`src/rtl/instruction_fetch_if.sv`:
```
// Host/decoder-facing bundle of the fetch unit: program load, run control, fetch output, status.
// No latency of its own; wires only.
// No backpressure: the fetch side presents one instruction per RUN cycle.
interface instruction_fetch_if #(
    parameter int PC_W   = 7,
    parameter int DATA_W = 32
);
    logic              load_en;
    logic [PC_W-1:0]   load_addr;
    logic [DATA_W-1:0] load_data;
    logic              start;
    logic              halt_req;
    logic              clear;
    logic [PC_W-1:0]   next_pc;
    logic [DATA_W-1:0] instruction;
    logic [PC_W-1:0]   pc;
    logic              valid;
    logic              done;
    logic              timeout;
    logic              fault;
    logic [15:0]       retired;

    // Host / decoder side drives control and next-PC, observes fetch output and status
    modport master (
        output load_en, load_addr, load_data, start, halt_req, clear, next_pc,
        input  instruction, pc, valid, done, timeout, fault, retired
    );

    // Fetch unit side
    modport slave (
        input  load_en, load_addr, load_data, start, halt_req, clear, next_pc,
        output instruction, pc, valid, done, timeout, fault, retired
    );
endinterface

```
`src/rtl/instruction_fetch.sv`:
```
// CPU front end: PC register, instruction memory, host load port and IDLE/RUN/HALT control.
// Instruction is a combinational read of mem[pc]; start to first valid is 1 cycle, load visible next cycle.
// No backpressure: every RUN edge retires or halts; load_en is ignored while running.
module instruction_fetch #(
    parameter int PC_W    = 7,
    parameter int DEPTH   = 128,
    parameter int DATA_W  = 32,
    parameter int MAX_CYC = 1000
) (
    input  logic              clk,
    input  logic              rst_n,
    instruction_fetch_if.slave bus
);

    localparam int          CNT_W    = (MAX_CYC > 1) ? $clog2(MAX_CYC) : 1;
    localparam logic [CNT_W-1:0] CNT_LAST = CNT_W'((MAX_CYC > 0) ? MAX_CYC - 1 : 0);
    localparam logic [31:0] DEPTH_U  = 32'(DEPTH);

    typedef enum logic [1:0] {
        S_IDLE = 2'd0,
        S_RUN  = 2'd1,
        S_HALT = 2'd2
    } state_t;

    state_t            state, state_nx;
    logic [PC_W-1:0]   pc_q;
    logic [15:0]       retired_q;
    logic [CNT_W-1:0]  cyc_cnt;
    logic              timeout_q, fault_q;

    logic [DATA_W-1:0] mem [DEPTH];
    logic [DATA_W-1:0] rd_word;

    logic run_init, retire, pc_ld, cnt_inc, set_fault, set_tmo, clr_flags;
    logic npc_oob, self_loop, cyc_last, mem_we;

    assign npc_oob   = 32'(bus.next_pc) >= DEPTH_U;
    assign self_loop = (bus.next_pc == pc_q);
    assign cyc_last  = (MAX_CYC != 0) && (cyc_cnt == CNT_LAST);
    // Host writes are blocked while the program is executing
    assign mem_we    = bus.load_en && (state != S_RUN) && (32'(bus.load_addr) < DEPTH_U);

    // State register
    always_ff @(posedge clk or negedge rst_n) begin
        if (!rst_n) state <= S_IDLE;
        else        state <= state_nx;
    end

    // Next state and per-edge control; RUN outcomes are mutually exclusive in priority order
    always_comb begin
        state_nx  = state;
        run_init  = 1'b0;
        retire    = 1'b0;
        pc_ld     = 1'b0;
        cnt_inc   = 1'b0;
        set_fault = 1'b0;
        set_tmo   = 1'b0;
        clr_flags = 1'b0;
        case (state)
            S_IDLE: begin
                if (bus.start && !bus.load_en) begin
                    state_nx  = S_RUN;
                    run_init  = 1'b1;
                    clr_flags = 1'b1;
                end
            end
            S_RUN: begin
                if (bus.halt_req) begin
                    state_nx = S_HALT;
                end else if (npc_oob) begin
                    state_nx  = S_HALT;
                    set_fault = 1'b1;
                    retire    = 1'b1;
                end else if (self_loop) begin
                    state_nx = S_HALT;
                    retire   = 1'b1;
                end else if (cyc_last) begin
                    state_nx = S_HALT;
                    set_tmo  = 1'b1;
                    retire   = 1'b1;
                    pc_ld    = 1'b1;
                end else begin
                    pc_ld   = 1'b1;
                    retire  = 1'b1;
                    cnt_inc = 1'b1;
                end
            end
            S_HALT: begin
                // start beats clear; a simultaneous load cancels the start
                if (bus.start && !bus.load_en) begin
                    state_nx  = S_RUN;
                    run_init  = 1'b1;
                    clr_flags = 1'b1;
                end else if (bus.clear) begin
                    state_nx  = S_IDLE;
                    clr_flags = 1'b1;
                end
            end
            default: state_nx = S_IDLE;
        endcase
    end

    // PC, retire counter, cycle counter and halt-cause flags
    always_ff @(posedge clk or negedge rst_n) begin
        if (!rst_n) begin
            pc_q      <= '0;
            retired_q <= '0;
            cyc_cnt   <= '0;
            timeout_q <= 1'b0;
            fault_q   <= 1'b0;
        end else begin
            if (run_init) begin
                pc_q      <= '0;
                retired_q <= '0;
                cyc_cnt   <= '0;
            end else begin
                if (pc_ld)                          pc_q      <= bus.next_pc;
                if (retire && retired_q != 16'hFFFF) retired_q <= retired_q + 16'd1;
                if (cnt_inc)                        cyc_cnt   <= cyc_cnt + 1'b1;
            end
            if (clr_flags) begin
                timeout_q <= 1'b0;
                fault_q   <= 1'b0;
            end
            if (set_fault) fault_q   <= 1'b1;
            if (set_tmo)   timeout_q <= 1'b1;
        end
    end

    // Program memory write port; contents survive reset
    always_ff @(posedge clk) begin
        if (mem_we) mem[bus.load_addr] <= bus.load_data;
    end

    assign rd_word = (32'(pc_q) < DEPTH_U) ? mem[pc_q] : '0;

    assign bus.instruction = (state == S_RUN) ? rd_word : '0;
    assign bus.pc          = pc_q;
    assign bus.valid       = (state == S_RUN);
    assign bus.done        = (state == S_HALT);
    assign bus.timeout     = timeout_q;
    assign bus.fault       = fault_q;
    assign bus.retired     = retired_q;

endmodule

```
`src/flat_wrapper.sv`:
```
// flat-port wrapper written by rule: the top's interface ports become plain ports
module instruction_fetch_flat 
#(
    parameter int PC_W    = 7,
    parameter int DEPTH   = 128,
    parameter int DATA_W  = 32,
    parameter int MAX_CYC = 1000
)
  (clk, rst_n, bus_load_en, bus_load_addr, bus_load_data, bus_start, bus_halt_req, bus_clear, bus_next_pc, bus_instruction, bus_pc, bus_valid, bus_done, bus_timeout, bus_fault, bus_retired);
  instruction_fetch_if #(.PC_W(PC_W), .DATA_W(DATA_W)) bus_i ();
  input  logic clk;
  input  logic rst_n;
  input wire logic [$bits(bus_i.load_en)-1:0] bus_load_en;
  input wire logic [$bits(bus_i.load_addr)-1:0] bus_load_addr;
  input wire logic [$bits(bus_i.load_data)-1:0] bus_load_data;
  input wire logic [$bits(bus_i.start)-1:0] bus_start;
  input wire logic [$bits(bus_i.halt_req)-1:0] bus_halt_req;
  input wire logic [$bits(bus_i.clear)-1:0] bus_clear;
  input wire logic [$bits(bus_i.next_pc)-1:0] bus_next_pc;
  output wire logic [$bits(bus_i.instruction)-1:0] bus_instruction;
  output wire logic [$bits(bus_i.pc)-1:0] bus_pc;
  output wire logic [$bits(bus_i.valid)-1:0] bus_valid;
  output wire logic [$bits(bus_i.done)-1:0] bus_done;
  output wire logic [$bits(bus_i.timeout)-1:0] bus_timeout;
  output wire logic [$bits(bus_i.fault)-1:0] bus_fault;
  output wire logic [$bits(bus_i.retired)-1:0] bus_retired;
  assign bus_i.load_en = bus_load_en;
  assign bus_i.load_addr = bus_load_addr;
  assign bus_i.load_data = bus_load_data;
  assign bus_i.start = bus_start;
  assign bus_i.halt_req = bus_halt_req;
  assign bus_i.clear = bus_clear;
  assign bus_i.next_pc = bus_next_pc;
  assign bus_instruction = bus_i.instruction;
  assign bus_pc = bus_i.pc;
  assign bus_valid = bus_i.valid;
  assign bus_done = bus_i.done;
  assign bus_timeout = bus_i.timeout;
  assign bus_fault = bus_i.fault;
  assign bus_retired = bus_i.retired;
  instruction_fetch #(.PC_W(PC_W), .DEPTH(DEPTH), .DATA_W(DATA_W), .MAX_CYC(MAX_CYC)) u_core (.clk(clk), .rst_n(rst_n), .bus(bus_i));
endmodule
```
`config.mk`:
```
export PLATFORM = sky130hd
export DESIGN_NAME = instruction_fetch_flat
export DESIGN_NICKNAME = d
export VERILOG_FILES = /design/src/rtl/instruction_fetch_if.sv /design/src/rtl/instruction_fetch.sv /design/src/flat_wrapper.sv
export SDC_FILE = /design/constraint.sdc
export NUM_CORES = 2
export LEC_CHECK = 0
export ABC_AREA = 1
export CAP_MARGIN = 0
export CORE_UTILIZATION = 45
export CTS_CLUSTER_DIAMETER = 50
export DETAILED_ROUTE_END_ITERATION = 10
export MAX_ROUTING_LAYER = met4
export PLACE_DENSITY = 0.67
export SYNTH_ARGS = -nofsm -noshare
export SYNTH_HDL_FRONTEND = slang
export SYNTH_SLANG_ARGS = --single-unit
```
`constraint.sdc`:
```
create_clock -name clk -period 3.55 [get_ports clk]
set_input_delay 0.71 -clock clk [delete_from_list [all_inputs] [get_ports clk]]
set_output_delay 0.71 -clock clk [all_outputs]
set_load 0.02 [all_outputs]
```
==> flow_metrics.tcl <==
set metrics [dict create \
    outcome "finished, violations left" \
    violations "setup timing" \
    synth_adder_area_share 0.000150 \
    grt_max_degree 129 \
    cts_buffer_depth 4 \
    grt_pass1_wl_mm 729 \
    power.total_mw 134 \
    worst_pin_slew_ns 1.21 \
    fin_area_mm2 0.201 \
    max_stage_delay_ns 0.56 \
    post-route-period-util 1.29 \
    vias 115655 \
    crit_path_top_delay_cell "dfrtp_4" \
    die_y_um 611 \
    synth.yosys.warnings 0 \
    fmax_mhz 218 \
    place_area_mm2 0.181 \
    ys_ff_latch 4132 \
    finalWorstSetupSlack_ns -1.03 \
    final_layout_size_suffix_gt1_frac 0.153 \
    dp.cells 18883 \
    path_cells "buf_12, buf_16, clkbuf_16, buf_4, clkbuf_16, nand2_1, nand3_1, nand3_1, nand3_1, nand3_1, nand2_1, nand2_1, nand3_1, nand2_1, nor2_4, buf_4, buf_4" \
    cp.required_ns 2.84 \
    htreeDepth 5 \
    syn-num-nets 13856 \
    hold_ws_ns 0.0913 \
    firstDrtPassIters 7 \
    cts_sinks 4132 \
    finish.utilization 0.545 \
    antenna_left 0 \
    rows 223 \
    grt_pass1_vias 108183 \
    fp.dieW_um 611 \
    initial_core_util 0.453 \
    synthCells 13802 \
    synthTopCellsByArea "edfxtp_1, nand3_1, nand2_1" \
    cts_tree "done" \
    cts-root-buf "clkbuf_16" \
    multiInputGateArea_mm2 0.0405 \
    dieArea_mm2 0.374 \
    yosysSeqAreaShare 0.742 \
    finalHoldViolations 0 \
    syn_area_mm2 0.167 \
    final_cells 19853 \
    hold_path_class "in -> reg" \
    maxCapViolations 0 \
    synthXorXnorAreaFrac 0.000944 \
    dr.first_iter.drc_count 17378 \
    worst-setup-path-type "reg -> out" \
    finalWeightedCongestion 0.907 \
    ys_top_cells_by_count "nand2_1, edfxtp_1, nand3_1" \
    dp_slack_ns -0.938 \
    ys_async_sr_fraction 0.00871 \
    wirelength_mm 515 \
    clock_latency_ns 1.00 \
    finalSetupViolCount 32 \
    crit_path_frequent_cell "nand3_1" \
    synth-edff-count 4096 \
    clk_pin_slew_ns 0.06 \
    numPortBuffers 109 \
    path_delay_family "buffers and inverters" \
    worstSetupEndpointType "primary output" \
    synth_area_per_cell_um2 12.1 \
    area_delta_synth_final_pct 20.5 \
    clock_skew_ns 0.0652 \
    nets 14566 \
    viasPerCell 5.83 \
    path_buf_inv 7 \
    fin_crit_ns 4.58 \
    gr-usage-all-layers 0.272 \
    cp.arrival_ns 3.87 \
    synth_compound_gate_area_share 0.00112 \
    powerDensity_mw_per_mm2 663 \
    core_mm2 0.369 \
    p_leak_nw 71.3 \
    regArea_mm2 0.124 \
    ys_types 35 \
    worstSetupStartpointType "flip-flop" \
    antenna_found_initial 19 \
    hpwl_mm 289 \
    yosys.area.top_type "edfxtp_1" \
    setup-tns-final_ns -30.18 \
    critPathMaxFanout 13 \
    yosysMostFrequentCell "nand2_1" \
    rsz0062_at_grt "true" \
    gr-total-overflow 0 \
    muxShareOfSynthArea 0 \
    post_drt_wl_per_cell_um 26.0 \
    cts_buffers 440 \
    drc_errors 0 \
    synth-main-ff-cell "edfxtp_1" \
    fillers 29172 \
    synthSimpleGateAreaFrac 0.224 \
    finalMaxSlewViolations 0 \
    synth.top_cell.area_share 0.736 \
    synth_top_family_by_area "simple AND/OR/NAND/NOR gates" \
    peakVddDrop_v 0.000496 \
    maxSlewHeadroom 0.194 \
    pin_count 111 \
]
==> logic make-up (layout without fill, tap and decap cells) <==
logic type	after synthesis	in the layout
buffers and inverters	968	2054
flip-flops	4132	4132
XOR/XNOR	18	18
other	1	16
AND/OR/NAND/NOR	8646	8646
AO/OA/AOI/OAI	35	35
adder cells (fa/ha/maj)	2	2
==> worst paths after layout <==
path                                     from  cells past startpoint  slack [ns]                 end
setup / recovery             u_core.bus.pc[0]                     17       -1.03  bus_instruction[2]
hold / removal               bus_load_data[1]                      1        0.09  u_core.mem[102][1]
setup reg to reg             u_core.bus.pc[0]                     12        0.46    u_core.bus.pc[5]
hold reg to reg            u_core.bus.timeout                      2        0.50  u_core.bus.timeout
max in group asynchronous               rst_n                      2        2.09    u_core.bus.pc[1]
min in group asynchronous               rst_n                      2        0.52     u_core.state[0]
==> worst reg2reg max path, stage by stage (launching register included) <==
cell and delay [ns]:
dfrtp_4 0.56, buf_12 0.20, buf_16 0.20, buf_16 0.21
buf_16 0.21, buf_6 0.21, xnor2_1 0.13, nand2_1 0.09
nor3_1 0.14, nand3_1 0.11, nand2_2 0.14, nand2_1 0.17
o21ai_0 0.55
==> cells in the final DEF (no fill, tap or decap), types with 16 or more instances in the layout <==
master	instances
buf_12	325
buf_16	58
buf_4	602
buf_6	77
buf_8	19
bufinv_16	56
clkbuf_1	76
clkbuf_16	485
clkdlybuf4s50_1	40
clkinv_1	80
clkinv_2	72
clkinv_4	20
clkinvlp_4	25
dfrtp_1	29
edfxtp_1	4096
inv_1	45
inv_6	24
nand2_1	4387
nand2_2	77
nand2_4	32
nand3_1	3702
nand3_2	181
nand3_4	18
nor2_1	63
nor2_4	147
o21ai_0	16
==> state kept, by name (all words and copies together) (netlist names) <==
name                count
u_core.bus.timeout      1
u_core.mem           4096
u_core.bus.pc           7
u_core.bus.retired     16
u_core.state            2
u_core.cyc_cnt         10
==> power breakdown <==
part	leakage [nW]	total (mW)	switching, mW	internal, mW
registers	37.3	54.0	0.189	53.8
logic	26.9	32.8	21.6	11.3
clock network	7.14	46.7	19.5	27.2
total	71.3	134	41.3	92.2
==> cell type report <==
class / count / share of cell area
diodes: 15 / 0.000186
well taps: 4950 / 0.0308
repair inverters: 2 / 0.0000995
clock buffers: 521 / 0.0566
inverters: 53 / 0.00134
flip-flops and latches: 4132 / 0.616
multi-input cells: 8702 / 0.201
repair buffers: 1181 / 0.0778
clock inverters: 297 / 0.0166
==> routing by layer <==
layer,vias up,track usage,share of wire
li1,50715,-,-
met2,7423,0.412,0.46
met4,0,0.129,0.051
met3,1130,0.0391,0.11
met1,56387,0.363,0.38
met5,-,-,0
==> what timing repair did <==
action                                 4_1_cts  5_1_grt
cloned                                      25       46
setup buffers                               38       32
setup endpoints to repair                   36       34
gates resized for setup                    365      253
endpoints found under the hold margin       34        0
pin swaps                                   20       44
hold buffers                                 1        0
(Power assumes the default switching activity.)
